`config.mk`:
```
export PLATFORM = sky130hd
export DESIGN_NAME = fpga_flat
export DESIGN_NICKNAME = d
export VERILOG_FILES = /design/src/rtl/fpga_pkg.sv /design/src/rtl/fpga_if.sv /design/src/rtl/fpga_crc4_check.sv /design/src/rtl/fpga.sv /design/src/flat_wrapper.sv
export SDC_FILE = /design/constraint.sdc
export NUM_CORES = 1
export LEC_CHECK = 0
export BUFFER_PORTS_ARGS = -buffer_cell sky130_fd_sc_hd__clkbuf_2
export CELL_PAD_IN_SITES_DETAIL_PLACEMENT = 2
export CELL_PAD_IN_SITES_GLOBAL_PLACEMENT = 2
export CORE_AREA = 2 2 458 460
export CTS_BUF_LIST = sky130_fd_sc_hd__clkbuf_8
export DETAILED_ROUTE_END_ITERATION = 12
export DIE_AREA = 0 0 460 462
export PLACE_DENSITY_LB_ADDON = 0.25
export SYNTH_ARGS = -nofsm -noshare
export SYNTH_HDL_FRONTEND = slang
export SYNTH_SLANG_ARGS = --single-unit
```
`constraint.sdc`:
```
create_clock -name clock -period 8.3 [get_ports clock]
set_input_delay 0 -clock clock [delete_from_list [all_inputs] [get_ports clock]]
set_output_delay 0 -clock clock [all_outputs]
set_load 0.03 [all_outputs]
```
`src/rtl/fpga_pkg.sv`:
```
// Shared constants, frame field offsets, FSM state type and the CRC-4 step for the 16-node bus demo.
// Latency: n/a (package); backpressure: n/a.
package fpga_pkg;

    localparam int       FRAME_LEN = 84;
    localparam int       NODES     = 16;

    localparam logic [6:0] OFF_SOF  = 7'd0;
    localparam logic [6:0] OFF_SRC  = 7'd1;
    localparam logic [6:0] OFF_DST  = 7'd5;
    localparam logic [6:0] OFF_DATA = 7'd9;
    localparam logic [6:0] OFF_CRC  = 7'd73;
    localparam logic [6:0] OFF_ACK  = 7'd77;
    localparam logic [6:0] OFF_EOF  = 7'd78;
    localparam logic [6:0] LAST_BIT = 7'd83;

    localparam logic [3:0] CRC_POLY = 4'b0011;

    typedef enum logic {
        IDLE = 1'b0,
        TX   = 1'b1
    } state_t;

    function automatic logic [3:0] crc4_step(input logic [3:0] r, input logic d);
        logic fb;
        fb = d ^ r[3];
        return {r[2:0], 1'b0} ^ (fb ? CRC_POLY : 4'b0000);
    endfunction

endpackage

```
`src/rtl/fpga_if.sv`:
```
// Node-side bus bundle: per-node payload/CRC/destination, request vector and the serial line.
// Latency: none (wires only); backpressure: none.
interface fpga_if;
    logic [3:0]  CRC1,  CRC2,  CRC3,  CRC4,  CRC5,  CRC6,  CRC7,  CRC8;
    logic [3:0]  CRC9,  CRC10, CRC11, CRC12, CRC13, CRC14, CRC15, CRC16;
    logic [63:0] Data1, Data2, Data3, Data4, Data5, Data6, Data7, Data8;
    logic [63:0] Data9, Data10, Data11, Data12, Data13, Data14, Data15, Data16;
    logic [3:0]  receiverAddr1,  receiverAddr2,  receiverAddr3,  receiverAddr4;
    logic [3:0]  receiverAddr5,  receiverAddr6,  receiverAddr7,  receiverAddr8;
    logic [3:0]  receiverAddr9,  receiverAddr10, receiverAddr11, receiverAddr12;
    logic [3:0]  receiverAddr13, receiverAddr14, receiverAddr15, receiverAddr16;
    logic [15:0] mod;
    logic        bus_show;

    modport master (
        output CRC1, CRC2, CRC3, CRC4, CRC5, CRC6, CRC7, CRC8,
               CRC9, CRC10, CRC11, CRC12, CRC13, CRC14, CRC15, CRC16,
               Data1, Data2, Data3, Data4, Data5, Data6, Data7, Data8,
               Data9, Data10, Data11, Data12, Data13, Data14, Data15, Data16,
               receiverAddr1, receiverAddr2, receiverAddr3, receiverAddr4,
               receiverAddr5, receiverAddr6, receiverAddr7, receiverAddr8,
               receiverAddr9, receiverAddr10, receiverAddr11, receiverAddr12,
               receiverAddr13, receiverAddr14, receiverAddr15, receiverAddr16,
               mod,
        input  bus_show
    );

    modport slave (
        input  CRC1, CRC2, CRC3, CRC4, CRC5, CRC6, CRC7, CRC8,
               CRC9, CRC10, CRC11, CRC12, CRC13, CRC14, CRC15, CRC16,
               Data1, Data2, Data3, Data4, Data5, Data6, Data7, Data8,
               Data9, Data10, Data11, Data12, Data13, Data14, Data15, Data16,
               receiverAddr1, receiverAddr2, receiverAddr3, receiverAddr4,
               receiverAddr5, receiverAddr6, receiverAddr7, receiverAddr8,
               receiverAddr9, receiverAddr10, receiverAddr11, receiverAddr12,
               receiverAddr13, receiverAddr14, receiverAddr15, receiverAddr16,
               mod,
        output bus_show
    );
endinterface

```
`src/rtl/fpga_crc4_check.sv`:
```
// Serial CRC-4 (x^4+x+1) receiver engine, MSB-first, one bit per clock when bit_valid is high.
// Latency: crc reflects a bit one cycle after it is presented; clear wins over bit_valid; no backpressure.
module crc4_check
    import fpga_pkg::*;
(
    input  logic       clock,
    input  logic       rst_n,
    input  logic       clear,
    input  logic       bit_valid,
    input  logic       bit_in,
    output logic [3:0] crc
);

    always_ff @(posedge clock or negedge rst_n) begin
        if (!rst_n) begin
            crc <= 4'b0000;
        end else if (clear) begin
            crc <= 4'b0000;
        end else if (bit_valid) begin
            crc <= crc4_step(crc, bit_in);
        end
    end

endmodule

```
`src/rtl/fpga.sv`:
```
// 16-node CAN-style bus demo: priority arbitration, frame latch and 84-bit serializer onto bus_show.
// Latency: SOF on the edge that samples a request; frames are contiguous; no backpressure (mod is re-sampled only in IDLE).
module fpga
    import fpga_pkg::*;
(
    input  logic   clock,
    input  logic   rst_n,
    fpga_if.slave  bus
);

    logic [63:0] data_arr [NODES];
    logic [3:0]  crc_arr  [NODES];
    logic [3:0]  addr_arr [NODES];

    assign data_arr[0]  = bus.Data1;   assign crc_arr[0]  = bus.CRC1;   assign addr_arr[0]  = bus.receiverAddr1;
    assign data_arr[1]  = bus.Data2;   assign crc_arr[1]  = bus.CRC2;   assign addr_arr[1]  = bus.receiverAddr2;
    assign data_arr[2]  = bus.Data3;   assign crc_arr[2]  = bus.CRC3;   assign addr_arr[2]  = bus.receiverAddr3;
    assign data_arr[3]  = bus.Data4;   assign crc_arr[3]  = bus.CRC4;   assign addr_arr[3]  = bus.receiverAddr4;
    assign data_arr[4]  = bus.Data5;   assign crc_arr[4]  = bus.CRC5;   assign addr_arr[4]  = bus.receiverAddr5;
    assign data_arr[5]  = bus.Data6;   assign crc_arr[5]  = bus.CRC6;   assign addr_arr[5]  = bus.receiverAddr6;
    assign data_arr[6]  = bus.Data7;   assign crc_arr[6]  = bus.CRC7;   assign addr_arr[6]  = bus.receiverAddr7;
    assign data_arr[7]  = bus.Data8;   assign crc_arr[7]  = bus.CRC8;   assign addr_arr[7]  = bus.receiverAddr8;
    assign data_arr[8]  = bus.Data9;   assign crc_arr[8]  = bus.CRC9;   assign addr_arr[8]  = bus.receiverAddr9;
    assign data_arr[9]  = bus.Data10;  assign crc_arr[9]  = bus.CRC10;  assign addr_arr[9]  = bus.receiverAddr10;
    assign data_arr[10] = bus.Data11;  assign crc_arr[10] = bus.CRC11;  assign addr_arr[10] = bus.receiverAddr11;
    assign data_arr[11] = bus.Data12;  assign crc_arr[11] = bus.CRC12;  assign addr_arr[11] = bus.receiverAddr12;
    assign data_arr[12] = bus.Data13;  assign crc_arr[12] = bus.CRC13;  assign addr_arr[12] = bus.receiverAddr13;
    assign data_arr[13] = bus.Data14;  assign crc_arr[13] = bus.CRC14;  assign addr_arr[13] = bus.receiverAddr14;
    assign data_arr[14] = bus.Data15;  assign crc_arr[14] = bus.CRC15;  assign addr_arr[14] = bus.receiverAddr15;
    assign data_arr[15] = bus.Data16;  assign crc_arr[15] = bus.CRC16;  assign addr_arr[15] = bus.receiverAddr16;

    state_t      state, state_nxt;
    logic [6:0]  cnt, cnt_nxt;
    logic        bus_q, bus_nxt;
    logic        load;
    logic        crc_clear;

    logic [3:0]  win;
    logic [3:0]  lat_src;
    logic [3:0]  lat_dst;
    logic [63:0] lat_data;
    logic [3:0]  lat_crc;

    logic [3:0]  crc_calc;
    logic        ack_bit;
    logic [83:0] frame_vec;
    logic        cur_bit;
    logic        data_phase;

    // Scan downward so the lowest set request index is the last one assigned.
    always_comb begin
        win = 4'd0;
        for (int i = NODES - 1; i >= 0; i--) begin
            if (bus.mod[i]) begin
                win = 4'(i);
            end
        end
    end

    assign ack_bit   = (crc_calc == lat_crc) ? 1'b0 : 1'b1;
    assign frame_vec = {1'b0, lat_src, lat_dst, lat_data, lat_crc, ack_bit, 6'b111111};
    assign cur_bit   = frame_vec[LAST_BIT - cnt];

    assign data_phase = (state == TX) && (cnt >= OFF_DATA) && (cnt < OFF_CRC);

    always_comb begin
        state_nxt = state;
        cnt_nxt   = cnt;
        bus_nxt   = bus_q;
        load      = 1'b0;
        crc_clear = 1'b0;
        case (state)
            IDLE: begin
                cnt_nxt   = 7'd0;
                bus_nxt   = 1'b1;
                crc_clear = 1'b1;
                if (|bus.mod) begin
                    load      = 1'b1;
                    bus_nxt   = 1'b0;
                    cnt_nxt   = OFF_SRC;
                    state_nxt = TX;
                end
            end
            TX: begin
                bus_nxt = cur_bit;
                if (cnt == LAST_BIT) begin
                    cnt_nxt   = 7'd0;
                    state_nxt = IDLE;
                end else begin
                    cnt_nxt = cnt + 7'd1;
                end
            end
            default: begin
                state_nxt = IDLE;
                cnt_nxt   = 7'd0;
                bus_nxt   = 1'b1;
            end
        endcase
    end

    always_ff @(posedge clock or negedge rst_n) begin
        if (!rst_n) begin
            state <= IDLE;
            cnt   <= 7'd0;
            bus_q <= 1'b1;
        end else begin
            state <= state_nxt;
            cnt   <= cnt_nxt;
            bus_q <= bus_nxt;
        end
    end

    always_ff @(posedge clock or negedge rst_n) begin
        if (!rst_n) begin
            lat_src  <= 4'd0;
            lat_dst  <= 4'd0;
            lat_data <= 64'd0;
            lat_crc  <= 4'd0;
        end else if (load) begin
            lat_src  <= win;
            lat_dst  <= addr_arr[win];
            lat_data <= data_arr[win];
            lat_crc  <= crc_arr[win];
        end
    end

    // The checker sees exactly the data bits as they go onto the line; it settles long before the ACK slot.
    crc4_check u_crc (
        .clock     (clock),
        .rst_n     (rst_n),
        .clear     (crc_clear),
        .bit_valid (data_phase),
        .bit_in    (cur_bit),
        .crc       (crc_calc)
    );

    assign bus.bus_show = bus_q;

endmodule

```
`src/flat_wrapper.sv`:
```
// flat-port wrapper written by rule: the top's interface ports become plain ports
module fpga_flat import fpga_pkg::*;
  (clock, rst_n, bus_CRC1, bus_CRC2, bus_CRC3, bus_CRC4, bus_CRC5, bus_CRC6, bus_CRC7, bus_CRC8, bus_CRC9, bus_CRC10, bus_CRC11, bus_CRC12, bus_CRC13, bus_CRC14, bus_CRC15, bus_CRC16, bus_Data1, bus_Data2, bus_Data3, bus_Data4, bus_Data5, bus_Data6, bus_Data7, bus_Data8, bus_Data9, bus_Data10, bus_Data11, bus_Data12, bus_Data13, bus_Data14, bus_Data15, bus_Data16, bus_receiverAddr1, bus_receiverAddr2, bus_receiverAddr3, bus_receiverAddr4, bus_receiverAddr5, bus_receiverAddr6, bus_receiverAddr7, bus_receiverAddr8, bus_receiverAddr9, bus_receiverAddr10, bus_receiverAddr11, bus_receiverAddr12, bus_receiverAddr13, bus_receiverAddr14, bus_receiverAddr15, bus_receiverAddr16, bus_mod, bus_bus_show);
  fpga_if bus_i ();
  input  logic clock;
  input  logic rst_n;
  input wire logic [$bits(bus_i.CRC1)-1:0] bus_CRC1;
  input wire logic [$bits(bus_i.CRC2)-1:0] bus_CRC2;
  input wire logic [$bits(bus_i.CRC3)-1:0] bus_CRC3;
  input wire logic [$bits(bus_i.CRC4)-1:0] bus_CRC4;
  input wire logic [$bits(bus_i.CRC5)-1:0] bus_CRC5;
  input wire logic [$bits(bus_i.CRC6)-1:0] bus_CRC6;
  input wire logic [$bits(bus_i.CRC7)-1:0] bus_CRC7;
  input wire logic [$bits(bus_i.CRC8)-1:0] bus_CRC8;
  input wire logic [$bits(bus_i.CRC9)-1:0] bus_CRC9;
  input wire logic [$bits(bus_i.CRC10)-1:0] bus_CRC10;
  input wire logic [$bits(bus_i.CRC11)-1:0] bus_CRC11;
  input wire logic [$bits(bus_i.CRC12)-1:0] bus_CRC12;
  input wire logic [$bits(bus_i.CRC13)-1:0] bus_CRC13;
  input wire logic [$bits(bus_i.CRC14)-1:0] bus_CRC14;
  input wire logic [$bits(bus_i.CRC15)-1:0] bus_CRC15;
  input wire logic [$bits(bus_i.CRC16)-1:0] bus_CRC16;
  input wire logic [$bits(bus_i.Data1)-1:0] bus_Data1;
  input wire logic [$bits(bus_i.Data2)-1:0] bus_Data2;
  input wire logic [$bits(bus_i.Data3)-1:0] bus_Data3;
  input wire logic [$bits(bus_i.Data4)-1:0] bus_Data4;
  input wire logic [$bits(bus_i.Data5)-1:0] bus_Data5;
  input wire logic [$bits(bus_i.Data6)-1:0] bus_Data6;
  input wire logic [$bits(bus_i.Data7)-1:0] bus_Data7;
  input wire logic [$bits(bus_i.Data8)-1:0] bus_Data8;
  input wire logic [$bits(bus_i.Data9)-1:0] bus_Data9;
  input wire logic [$bits(bus_i.Data10)-1:0] bus_Data10;
  input wire logic [$bits(bus_i.Data11)-1:0] bus_Data11;
  input wire logic [$bits(bus_i.Data12)-1:0] bus_Data12;
  input wire logic [$bits(bus_i.Data13)-1:0] bus_Data13;
  input wire logic [$bits(bus_i.Data14)-1:0] bus_Data14;
  input wire logic [$bits(bus_i.Data15)-1:0] bus_Data15;
  input wire logic [$bits(bus_i.Data16)-1:0] bus_Data16;
  input wire logic [$bits(bus_i.receiverAddr1)-1:0] bus_receiverAddr1;
  input wire logic [$bits(bus_i.receiverAddr2)-1:0] bus_receiverAddr2;
  input wire logic [$bits(bus_i.receiverAddr3)-1:0] bus_receiverAddr3;
  input wire logic [$bits(bus_i.receiverAddr4)-1:0] bus_receiverAddr4;
  input wire logic [$bits(bus_i.receiverAddr5)-1:0] bus_receiverAddr5;
  input wire logic [$bits(bus_i.receiverAddr6)-1:0] bus_receiverAddr6;
  input wire logic [$bits(bus_i.receiverAddr7)-1:0] bus_receiverAddr7;
  input wire logic [$bits(bus_i.receiverAddr8)-1:0] bus_receiverAddr8;
  input wire logic [$bits(bus_i.receiverAddr9)-1:0] bus_receiverAddr9;
  input wire logic [$bits(bus_i.receiverAddr10)-1:0] bus_receiverAddr10;
  input wire logic [$bits(bus_i.receiverAddr11)-1:0] bus_receiverAddr11;
  input wire logic [$bits(bus_i.receiverAddr12)-1:0] bus_receiverAddr12;
  input wire logic [$bits(bus_i.receiverAddr13)-1:0] bus_receiverAddr13;
  input wire logic [$bits(bus_i.receiverAddr14)-1:0] bus_receiverAddr14;
  input wire logic [$bits(bus_i.receiverAddr15)-1:0] bus_receiverAddr15;
  input wire logic [$bits(bus_i.receiverAddr16)-1:0] bus_receiverAddr16;
  input wire logic [$bits(bus_i.mod)-1:0] bus_mod;
  output wire logic [$bits(bus_i.bus_show)-1:0] bus_bus_show;
  assign bus_i.CRC1 = bus_CRC1;
  assign bus_i.CRC2 = bus_CRC2;
  assign bus_i.CRC3 = bus_CRC3;
  assign bus_i.CRC4 = bus_CRC4;
  assign bus_i.CRC5 = bus_CRC5;
  assign bus_i.CRC6 = bus_CRC6;
  assign bus_i.CRC7 = bus_CRC7;
  assign bus_i.CRC8 = bus_CRC8;
  assign bus_i.CRC9 = bus_CRC9;
  assign bus_i.CRC10 = bus_CRC10;
  assign bus_i.CRC11 = bus_CRC11;
  assign bus_i.CRC12 = bus_CRC12;
  assign bus_i.CRC13 = bus_CRC13;
  assign bus_i.CRC14 = bus_CRC14;
  assign bus_i.CRC15 = bus_CRC15;
  assign bus_i.CRC16 = bus_CRC16;
  assign bus_i.Data1 = bus_Data1;
  assign bus_i.Data2 = bus_Data2;
  assign bus_i.Data3 = bus_Data3;
  assign bus_i.Data4 = bus_Data4;
  assign bus_i.Data5 = bus_Data5;
  assign bus_i.Data6 = bus_Data6;
  assign bus_i.Data7 = bus_Data7;
  assign bus_i.Data8 = bus_Data8;
  assign bus_i.Data9 = bus_Data9;
  assign bus_i.Data10 = bus_Data10;
  assign bus_i.Data11 = bus_Data11;
  assign bus_i.Data12 = bus_Data12;
  assign bus_i.Data13 = bus_Data13;
  assign bus_i.Data14 = bus_Data14;
  assign bus_i.Data15 = bus_Data15;
  assign bus_i.Data16 = bus_Data16;
  assign bus_i.receiverAddr1 = bus_receiverAddr1;
  assign bus_i.receiverAddr2 = bus_receiverAddr2;
  assign bus_i.receiverAddr3 = bus_receiverAddr3;
  assign bus_i.receiverAddr4 = bus_receiverAddr4;
  assign bus_i.receiverAddr5 = bus_receiverAddr5;
  assign bus_i.receiverAddr6 = bus_receiverAddr6;
  assign bus_i.receiverAddr7 = bus_receiverAddr7;
  assign bus_i.receiverAddr8 = bus_receiverAddr8;
  assign bus_i.receiverAddr9 = bus_receiverAddr9;
  assign bus_i.receiverAddr10 = bus_receiverAddr10;
  assign bus_i.receiverAddr11 = bus_receiverAddr11;
  assign bus_i.receiverAddr12 = bus_receiverAddr12;
  assign bus_i.receiverAddr13 = bus_receiverAddr13;
  assign bus_i.receiverAddr14 = bus_receiverAddr14;
  assign bus_i.receiverAddr15 = bus_receiverAddr15;
  assign bus_i.receiverAddr16 = bus_receiverAddr16;
  assign bus_i.mod = bus_mod;
  assign bus_bus_show = bus_i.bus_show;
  fpga u_core (.clock(clock), .rst_n(rst_n), .bus(bus_i));
endmodule
```
==> summary.md <==
| Metric | Value |
|---|---|
| Xor/xnor share of the synthesized area | `less than 1%` |
| Synth area leaders | `dfrtp_1, nand2_1, a211oi_1, mux2i_1, and3_1` |
| Placed cells | `5,631` |
| Multi-input logic area | `10,900 um2` |
| Clock latency on the worst-skew pair | `0.57 ns` |
| Syn Std Cell Area | `14,100 um2` |
| Seq/Total Area, Yosys | `15.8%` |
| Clock slew at reported path FFs | `between 0.1 and 0.15 ns` |
| Pre-antenna DRT Iters | `5` |
| Largest family of logic cells by synthesized area | `compound AO/OA/AOI/OAI gates` |
| Rows | `168` |
| Clock skew | `0.0324 ns` |
| Register area | `approximately 2200 um2` |
| Area Growth Syn to Fin | `82.9%` |
| Fraction of the mapped netlist area in simple logic gates | `25.3%` |
| Final hold violation count | `0` |
| Placed inst area | `22,900 um2` |
| Design Area, Final | `approximately 26,000 um2` |
| Postcts setup bufs | `0` |
| Synth area leader | `dfrtp_1` |
| Critical Path Start Type | `input pin` |
| Worst vdd ir | `74.6 uV` |
| # hold bufs at CTS | `between 200 and 300` |
| Synth Area in Adders | `less than 1%` |
| Initial antenna violation count | `107` |
| Worst path arrival time | `approximately 5.7 ns` |
| Most common cell in the synthesized netlist | `nand2_1` |
| Initial cell density of the core | `6.77%` |
| Rel. slew slack | `19.4%` |
| Maximum clock frequency | `191 MHz` |
| CORE AREA | `208,000 um2` |
| Drt drc | `0` |
| Crit share post-route | `63.0%` |
| Pwr Density | `74.6 nW/um2` |
| Top FF cell, synth | `dfrtp_1` |
| Die area | `213,000 um2` |
| CTS Sinks | `89` |
| Vias in the first global route | `24.7k` |
| Final Util | `about an eighth` |
| Top cell type's share of synthesized area | `15.6%` |
| Lkg Pwr | `12.6 nW` |
| First-pass GRT wire length | `around 230,000 um` |
| Post-layout min period | `5.23 ns` |
| Remaining Overflow, GRT | `0` |
| CP Max Fanout | `slightly above 70` |
| Setup TNS | `0 ns` |
| Resized cells post-CTS | `0` |
| Routed Antenna Nets | `0` |
| Post-synthesis mux area share | `approximately 13%` |
| Largest net degree at the start of global routing | `118` |
| Overall routing resource usage | `between 15 and 20%` |
| Cts bufs inserted | `9` |
| RSZ-0062 raised after global routing | `no` |
| I/O pin count | `~1.2k` |
| Worst setup EP type | `register` |
| Max-cap viol count | `0` |
| H-Tree Depth | `3` |
| Post-synthesis compound-gate area fraction | `36.4%` |
| CTS tree | `done` |
| Syn_area_per_cell | `7.28 um2` |
| Commonest cells post-synth | `nand2_1, and3_1, a211oi_1, clkbuf_1, mux2i_1` |
| Syn nets | `3,111` |
| Slew Viols, Final | `0` |
| Port Buffers | `1,170` |
| Worst Hold Class | `in2reg` |
| Wire per inst | `30.4 um` |
| Design Power | `1.92 mW` |
| Fin cells | `just under 6k` |
| Initial drt markers | `990` |
| Seq cells post-synth | `89` |
| CP Class | `in2reg` |
| Ys Warns | `0` |
| Layout fillers | `~25k` |
| Synth unique cells | `58` |
| Root buf cell | `clkbuf_8` |
| Post-synth EDFFs | `0` |
| Final setup vio count | `0` |
| WP data required | `slightly below 9 ns` |
| Vias per cell | `3.77` |
| Clock buffer depth | `2` |
| Post-Syn Instances | `1,936` |
| GPL Wtd Cong | `0.850` |
| Fraction of layout cells with a size suffix above 1 | `between 30% and 40%` |
| Post-DP HPWL | `149,000 um` |
| Chip Width | `around 460 um` |
| Die height | `462 um` |
| Total Wirelength | `180,000 um` |
| Outcome | `finished clean` |
| Vias | `22.4k` |
| FFs w/ async S/R, synth | `100%` |
| Final nets | `about 4.4k` |
| Worst Tran Pin Value | `roughly 1.2 ns` |
## power breakdown
| part | internal, mW | total, mW | switching, mW |
|---|---|---|---|
| Sequential | 0.452 | 0.471 | 0.0197 |
| Combinational | 0.450 | 1.03 | 0.581 |
| Clock | 0.121 | 0.419 | 0.299 |
| Total | 1.02 | 1.92 | 0.899 |
## worst paths after layout
kind | depth (start not counted) | to | startpoint | slack (ns)
min in group asynchronous | 3 | u_core.lat_data[10] | rst_n | 0.56
setup / recovery | 14 | u_core.lat_data[32] | bus_mod[8] | 3.07
hold / removal | 4 | u_core.lat_data[24] | bus_Data3[24] | 0.1
hold reg to reg | 2 | u_core.lat_src[1] | u_core.lat_src[1] | 0.52
max in group asynchronous | 4 | u_core.lat_dst[2] | rst_n | 5.99
setup reg to reg | 8 | u_core.lat_data[22] | u_core.state | 3.68
## stage by stage
| step | setup WS (ns) | hold slack (ns) |
|---|---|---|
| floorplan | 5.45 | -0.296 |
| global placement | 3.66 | 0.0721 |
| detailed placement | 3.61 | 0.0789 |
| CTS | 3.01 | 0.0103 |
| global route | 2.72 | 0.0457 |
| finish | 3.07 | 0.0986 |
## layout by cell type, fill, tap and decap left out, types with 24 or more instances in the layout
master	count
a311oi_1	144
clkbuf_2	1169
o221ai_1	72
a2111o_1	72
nand2_1	524
dlygate4sd3_1	264
mux2i_1	151
buf_4	34
diode_2	24
and3_1	219
a31oi_1	74
dfrtp_1	86
a211oi_1	217
## layout make-up
cell class | instances | share of cell area, %
clock inverter | 6 | 0.189
tap | 2720 | 13.2
timing repair buffer | 1479 | 34.8
antenna | 24 | 0.233
sequential | 89 | 8.67
inverter | 10 | 0.146
multi-input combinational | 1597 | 42.2
clock buffer | 10 | 0.534
## flip-flops by register name, indices dropped and copies added (netlist names)
name	flops
u_core.bus.bus_show	1
u_core.cnt	7
u_core.lat_crc	4
u_core.lat_data	64
u_core.lat_dst	4
u_core.lat_src	4
u_core.state	1
u_core.u_crc.crc	4
## critical path, cell delays in order
cell	delay, ns
clkbuf_2	0.23
nor2_1	0.27
a211oi_2	0.14
o31ai_4	0.22
buf_12	0.37
and2_4	0.74
buf_4	0.62
buf_4	0.46
mux2i_1	0.22
dlygate4sd3_1	0.56
o221ai_1	0.12
dlygate4sd3_1	0.61
a2111o_1	0.37
dlygate4sd3_1	0.55
## metal layers
metal / GRT usage, % / up-vias / wire length [um]
met5: 0 / - / 343
met4: 2.81 / 52 / 2850
met3: 4.21 / 186 / 11500
met2: 28.4 / 947 / 87600
met1: 20.3 / 11100 / 78000
li1: - / 10100 / -
## kinds of logic after synthesis
kind of cell	after synthesis
and+or+nand+nor	786
AOI/OAI and AO/OA	627
buffers and inverters	250
muxes	168
DFF	89
xor gates and xnor gates	11
adders and majority gates	5
Note: power is estimated with default switching activity, not from simulation.
